### src/rtl/hazard_scoreboard_if.sv
// ID-side hazard scoreboard bus: instruction tags and pipeline controls in,
// stall request, per-stage destination/write-enable tags and stall counter out.
interface hazard_scoreboard_if #(
  parameter int REG_W = 4,
  parameter int CNT_W = 16
);
  logic             freeze;
  logic             forward_en;
  logic             flush;
  logic             id_valid;
  logic [REG_W-1:0] src1;
  logic [REG_W-1:0] src2;
  logic             two_src;
  logic [REG_W-1:0] id_dest;
  logic             id_wb_en;
  logic             id_mem_read;
  logic             stall_count_clr;

  logic             hazard_stall;
  logic [REG_W-1:0] Dest_EXE;
  logic [REG_W-1:0] Dest_MEM;
  logic [REG_W-1:0] Dest_WB;
  logic             WB_EXE;
  logic             WB_MEM;
  logic             WB_WB;
  logic [CNT_W-1:0] stall_count;

  modport master (
    output freeze, forward_en, flush, id_valid, src1, src2, two_src,
           id_dest, id_wb_en, id_mem_read, stall_count_clr,
    input  hazard_stall, Dest_EXE, Dest_MEM, Dest_WB,
           WB_EXE, WB_MEM, WB_WB, stall_count
  );

  modport slave (
    input  freeze, forward_en, flush, id_valid, src1, src2, two_src,
           id_dest, id_wb_en, id_mem_read, stall_count_clr,
    output hazard_stall, Dest_EXE, Dest_MEM, Dest_WB,
           WB_EXE, WB_MEM, WB_WB, stall_count
  );
endinterface

### src/rtl/hazard_scoreboard.sv
// Tracks destination tags in EXE/MEM/WB, raises the ID stall for RAW hazards
// and publishes the per-stage tags used by the forwarding unit.
module hazard_scoreboard #(
  parameter int REG_W = 4,
  parameter int CNT_W = 16
) (
  input  logic              clk,
  input  logic              rst,
  hazard_scoreboard_if.slave sb
);

  typedef struct packed {
    logic [REG_W-1:0] dest;
    logic             wb;
    logic             mem_read;
  } entry_t;

  localparam int EXE = 0;
  localparam int MEM = 1;
  localparam int WB  = 2;

  entry_t [2:0]     stage_q, stage_d;
  logic [CNT_W-1:0] count_q, count_d;
  logic [2:0]       hit;
  logic             raw_hazard;
  logic             stall;

  for (genvar gi = 0; gi < 3; gi++) begin : g_match
    assign hit[gi] = stage_q[gi].wb &&
                     ((sb.src1 == stage_q[gi].dest) ||
                      (sb.two_src && (sb.src2 == stage_q[gi].dest)));
  end

  // WB is never checked: the register file writes on the falling edge.
  always_comb begin
    raw_hazard = 1'b0;
    if (sb.forward_en) begin
      raw_hazard = hit[EXE] && stage_q[EXE].mem_read;
    end else begin
      raw_hazard = hit[EXE] || hit[MEM];
    end
  end

  assign stall = sb.id_valid && !sb.flush && raw_hazard;

  always_comb begin
    stage_d = stage_q;
    count_d = count_q;
    if (!sb.freeze) begin
      stage_d[WB]  = stage_q[MEM];
      stage_d[MEM] = stage_q[EXE];
      if (stall || sb.flush || !sb.id_valid) begin
        stage_d[EXE] = '0;
      end else begin
        stage_d[EXE] = '{dest: sb.id_dest, wb: sb.id_wb_en, mem_read: sb.id_mem_read};
      end
      if (stall && !(&count_q)) begin
        count_d = count_q + 1'b1;
      end
    end
    // Clear wins over increment and applies even while frozen.
    if (sb.stall_count_clr) begin
      count_d = '0;
    end
  end

  always_ff @(posedge clk or posedge rst) begin
    if (rst) begin
      stage_q <= '0;
      count_q <= '0;
    end else begin
      stage_q <= stage_d;
      count_q <= count_d;
    end
  end

  assign sb.hazard_stall = stall;
  assign sb.Dest_EXE     = stage_q[EXE].dest;
  assign sb.Dest_MEM     = stage_q[MEM].dest;
  assign sb.Dest_WB      = stage_q[WB].dest;
  assign sb.WB_EXE       = stage_q[EXE].wb;
  assign sb.WB_MEM       = stage_q[MEM].wb;
  assign sb.WB_WB        = stage_q[WB].wb;
  assign sb.stall_count  = count_q;

endmodule
### src/flat_wrapper.sv
// flat-port wrapper written by rule: the top's interface ports become plain ports
module hazard_scoreboard_flat 
#(
  parameter int REG_W = 4,
  parameter int CNT_W = 16
)
  (clk, rst, sb_freeze, sb_forward_en, sb_flush, sb_id_valid, sb_src1, sb_src2, sb_two_src, sb_id_dest, sb_id_wb_en, sb_id_mem_read, sb_stall_count_clr, sb_hazard_stall, sb_Dest_EXE, sb_Dest_MEM, sb_Dest_WB, sb_WB_EXE, sb_WB_MEM, sb_WB_WB, sb_stall_count);
  hazard_scoreboard_if #(.REG_W(REG_W), .CNT_W(CNT_W)) sb_i ();
  input  logic clk;
  input  logic rst;
  input wire logic [$bits(sb_i.freeze)-1:0] sb_freeze;
  input wire logic [$bits(sb_i.forward_en)-1:0] sb_forward_en;
  input wire logic [$bits(sb_i.flush)-1:0] sb_flush;
  input wire logic [$bits(sb_i.id_valid)-1:0] sb_id_valid;
  input wire logic [$bits(sb_i.src1)-1:0] sb_src1;
  input wire logic [$bits(sb_i.src2)-1:0] sb_src2;
  input wire logic [$bits(sb_i.two_src)-1:0] sb_two_src;
  input wire logic [$bits(sb_i.id_dest)-1:0] sb_id_dest;
  input wire logic [$bits(sb_i.id_wb_en)-1:0] sb_id_wb_en;
  input wire logic [$bits(sb_i.id_mem_read)-1:0] sb_id_mem_read;
  input wire logic [$bits(sb_i.stall_count_clr)-1:0] sb_stall_count_clr;
  output wire logic [$bits(sb_i.hazard_stall)-1:0] sb_hazard_stall;
  output wire logic [$bits(sb_i.Dest_EXE)-1:0] sb_Dest_EXE;
  output wire logic [$bits(sb_i.Dest_MEM)-1:0] sb_Dest_MEM;
  output wire logic [$bits(sb_i.Dest_WB)-1:0] sb_Dest_WB;
  output wire logic [$bits(sb_i.WB_EXE)-1:0] sb_WB_EXE;
  output wire logic [$bits(sb_i.WB_MEM)-1:0] sb_WB_MEM;
  output wire logic [$bits(sb_i.WB_WB)-1:0] sb_WB_WB;
  output wire logic [$bits(sb_i.stall_count)-1:0] sb_stall_count;
  assign sb_i.freeze = sb_freeze;
  assign sb_i.forward_en = sb_forward_en;
  assign sb_i.flush = sb_flush;
  assign sb_i.id_valid = sb_id_valid;
  assign sb_i.src1 = sb_src1;
  assign sb_i.src2 = sb_src2;
  assign sb_i.two_src = sb_two_src;
  assign sb_i.id_dest = sb_id_dest;
  assign sb_i.id_wb_en = sb_id_wb_en;
  assign sb_i.id_mem_read = sb_id_mem_read;
  assign sb_i.stall_count_clr = sb_stall_count_clr;
  assign sb_hazard_stall = sb_i.hazard_stall;
  assign sb_Dest_EXE = sb_i.Dest_EXE;
  assign sb_Dest_MEM = sb_i.Dest_MEM;
  assign sb_Dest_WB = sb_i.Dest_WB;
  assign sb_WB_EXE = sb_i.WB_EXE;
  assign sb_WB_MEM = sb_i.WB_MEM;
  assign sb_WB_WB = sb_i.WB_WB;
  assign sb_stall_count = sb_i.stall_count;
  hazard_scoreboard #(.REG_W(REG_W), .CNT_W(CNT_W)) u_core (.clk(clk), .rst(rst), .sb(sb_i));
endmodule
### config.mk
export PLATFORM = sky130hd
export DESIGN_NAME = hazard_scoreboard_flat
export DESIGN_NICKNAME = d
export VERILOG_FILES = /design/src/rtl/hazard_scoreboard_if.sv /design/src/rtl/hazard_scoreboard.sv /design/src/flat_wrapper.sv
export SDC_FILE = /design/constraint.sdc
export NUM_CORES = 1
export LEC_CHECK = 0
export CAP_MARGIN = 10
export CORE_MARGIN = 2
export CORE_UTILIZATION = 47
export CTS_CLUSTER_SIZE = 28
export DETAILED_ROUTE_END_ITERATION = 10
export PLACE_DENSITY = 0.75
export SLEW_MARGIN = 10
export SYNTH_ARGS = -nofsm -noshare
export SYNTH_HDL_FRONTEND = slang
export SYNTH_SLANG_ARGS = --single-unit
### constraint.sdc
create_clock -name clk -period 2.83 [get_ports clk]
set_input_delay 0.566 -clock clk [delete_from_list [all_inputs] [get_ports clk]]
set_output_delay 0.566 -clock clk [all_outputs]
set_load 0.02 [all_outputs]
==> results.json <==
{
  "io_pins": 54,
  "fillers": 312,
  "synth-seq-cells": 32,
  "yosys-mux-area-fraction_pct": 7.283,
  "synth_area_leaders": "dfrtp_1, xnor2_1, mux2_2",
  "p_leak_nw": 0.9635,
  "p_per_area_nw_per_um2": 409.0,
  "power_mw": 1.011,
  "synth_top_area_share_pct": 43.16,
  "start_kind": "input port",
  "dp_hpwl_mm": 3.319,
  "rows": 22,
  "synth_top_family_by_area": "simple AND/OR/NAND/NOR gates",
  "ant_nets": 0,
  "syn_area_sq_um": 1856,
  "max_freq_mhz": 367.7,
  "drive_gt1_share_pct": 14.22,
  "fin_crit_sh_pct": 96.09,
  "yosysWarnings": 0,
  "grt_antenna_before_repair": 0,
  "min_period_ns": 2.719,
  "cts_buffer_depth": 2,
  "synth-simple-area-share_pct": 20.03,
  "worstSkewPairLatency_ns": 0.28,
  "critPathBufInv": 2,
  "synth_top_cell_by_area": "dfrtp_1",
  "multi_input_area_sq_um": 918.4,
  "grt_overflow": 0,
  "setup_viol": 0,
  "ys_types": 39,
  "grt_pass1_wl_mm": 7.362,
  "syn2layout_area_growth_pct": 33.18,
  "fin_nets": 254,
  "num_antenna_cells": 0,
  "drtPass1Iterations": 4,
  "syn_nets": 206,
  "finalHoldViolations": 0,
  "fp.dieW_microns": 66.83,
  "synth-adder-area-share_pct": 0.6743,
  "synth_cells": 183,
  "worst_pin_slew_ns": 0.6318,
  "root_buffer": "clkbuf_8",
  "slowest_delay_ns": 0.52,
  "cp_max_fo": 2,
  "path_delay_family": "buffers and inverters",
  "ys_seq_area_share_pct": 43.16,
  "final_core_util_pct": 66.50,
  "gp_congestion": 0.8245,
  "viasPerCell": 5.589,
  "grt_start_max_net_pins": 33,
  "drc": 0,
  "cts_setup_buffers": 0,
  "cts_made_buffers": 5,
  "hp-class": "flip-flop to flip-flop",
  "chipHeight_microns": 66.83,
  "grtUsageTotal_pct": 21.83,
  "synth_compound_area_share_pct": 13.55,
  "crit_arrival_ns": 2.15,
  "finalMaxSlewViolations": 0,
  "routed_wl_mm": 4.247,
  "clk_pin_slew_ns": 0.06,
  "ctsHtreeMaxLevel": 2,
  "fin_setup_tns_ns": 0,
  "clock-sinks": 32,
  "finClkSkew_ns": 0.009109,
  "initial_utilization_pct": 49.93,
  "dieArea_sq_um": 4466,
  "rsz0062_at_grt": "no",
  "via_count": 1565,
  "path_class": "input port to output port",
  "avgSynthCellArea_sq_um": 10.14,
  "maxCapViolCount": 0,
  "cp_data_required_time_ns": 2.26,
  "drt_iter0_drc": 64,
  "slew_headroom_pct": 57.79,
  "port_buffers": 53,
  "coreArea_sq_um": 3716,
  "synth-xor-area-share_pct": 7.552,
  "first_global_vias": 1558,
  "peakVddDrop_v": 0.0003565,
  "register_area_sq_um": 800.8,
  "wl_per_cell_microns": 15.17,
  "crit_path_cell_trace": "clkdlybuf4s50_1 -> xnor2_1 -> nand4_1 -> o32ai_2 -> nor2_2 -> nor3b_2 -> buf_4",
  "cts_tree": "built",
  "status": "completed",
  "slowest_stage": "clkdlybuf4s50_1",
  "end_kind": "output port"
}
-- state kept, by name, summed over array words and instances, names as in the netlist --
signal	count
u_core.sb.Dest_MEM	4
u_core.sb.WB_EXE	1
u_core.stage_q	1
u_core.sb.Dest_WB	4
u_core.sb.WB_WB	1
u_core.sb.Dest_EXE	4
u_core.sb.stall_count	16
u_core.sb.WB_MEM	1
-- report_power, final --
group          internal, mW  switching [mW]
Clock                 0.194           0.158
Combinational        0.0910          0.0742
Sequential            0.474          0.0200
-- cells by family after synthesis --
kind of cell	Yosys count
AOI/OAI and AO/OA	39
xor gates and xnor gates	16
adders and majority gates	1
buffers and inverters	24
DFF	32
muxes	12
and+or+nand+nor	59
-- path summary, 6_finish.rpt --
check,start,end,slack [ns],cells past startpoint
max,sb_src1[0],sb_hazard_stall,0.11,7
max in group asynchronous,rst,u_core.sb.WB_WB,1.87,3
max reg2reg,u_core.sb.Dest_MEM[2],u_core.sb.stall_count[14],0.52,7
min in group asynchronous,rst,u_core.sb.stall_count[14],0.67,3
min reg2reg,u_core.sb.Dest_WB[0],u_core.sb.Dest_WB[0],0.50,1
min,u_core.sb.Dest_WB[0],u_core.sb.Dest_WB[0],0.50,1
-- metal layers --
metal | wire [microns] | global-route usage (%) | vias up
met2 | 2069 | 36.50 | 44
li1 | - | - | 754
met3 | 181 | 3.716 | 8
met5 | 0 | 0 | -
met4 | 79 | 6.378 | 0
met1 | 1916 | 28.96 | 759
-- timing repair --
action / CTS / global route
pin swaps: 0 / 1
gates cloned: 0 / 0
endpoints found under the setup margin: 1 / 1
resized for setup: 5 / 3
hold buffers: 0 / 0
-- cells in the mapped netlist, drive strengths merged --
| cell type | n |
|---|---|
| nor2b | 3 |
| buf | 15 |
| ha | 1 |
| o32ai | 1 |
| inv | 5 |
| a22o | 6 |
| o2111ai | 1 |
| nor3b | 2 |
| o31ai | 6 |
| nand2 | 6 |
| or3b | 1 |
| nor2 | 6 |
| nor3 | 3 |
| a21oi | 13 |
| o22ai | 1 |
| dfrtp | 32 |
| o21bai | 1 |
| mux2 | 12 |
| or3 | 9 |
| or2 | 1 |
| xnor2 | 16 |
| and4 | 1 |
| nand4 | 9 |
| nand3 | 9 |
| clkbuf | 4 |
| nor4 | 1 |
| and2 | 3 |
| or4 | 5 |
| o21ai | 10 |
-- final cells by class --
cell class | count | share of cell area (%)
clock inverters | 2 | 0.4051
well taps | 48 | 2.430
repair buffers | 60 | 23.49
clock buffers | 6 | 3.342
inverters | 5 | 0.7595
flip-flops and latches | 32 | 32.41
multi-input cells | 127 | 37.16
-- layout by cell type, fill, tap and decap left out, types with 3 or more instances in the layout --
cell type / n
xnor2_1: 16
or4_1: 5
a21oi_1: 13
nand3_1: 8
mux2_2: 10
dfrtp_1: 32
nor2b_1: 3
nand2_1: 6
nand4_1: 8
a22o_1: 6
or3_1: 9
o31ai_1: 6
inv_1: 5
clkdlybuf4s50_1: 52
o21ai_0: 9
clkbuf_8: 6
buf_4: 8
nor2_1: 5
-- stage by stage --
step	std cells	instance area (sq um)	hold WS (ns)	setup slack, ns
floorplan	183	1856	0.4806	0.5223
global placement	272	2374	0.4783	-0.2394
detailed placement	272	2374	0.4929	-0.3419
CTS	280	2461	0.5075	0.07895
global route	280	2471	0.5229	0.009857
finish	280	2471	0.5042	0.1107
Note: power is estimated with default switching activity, not from simulation.
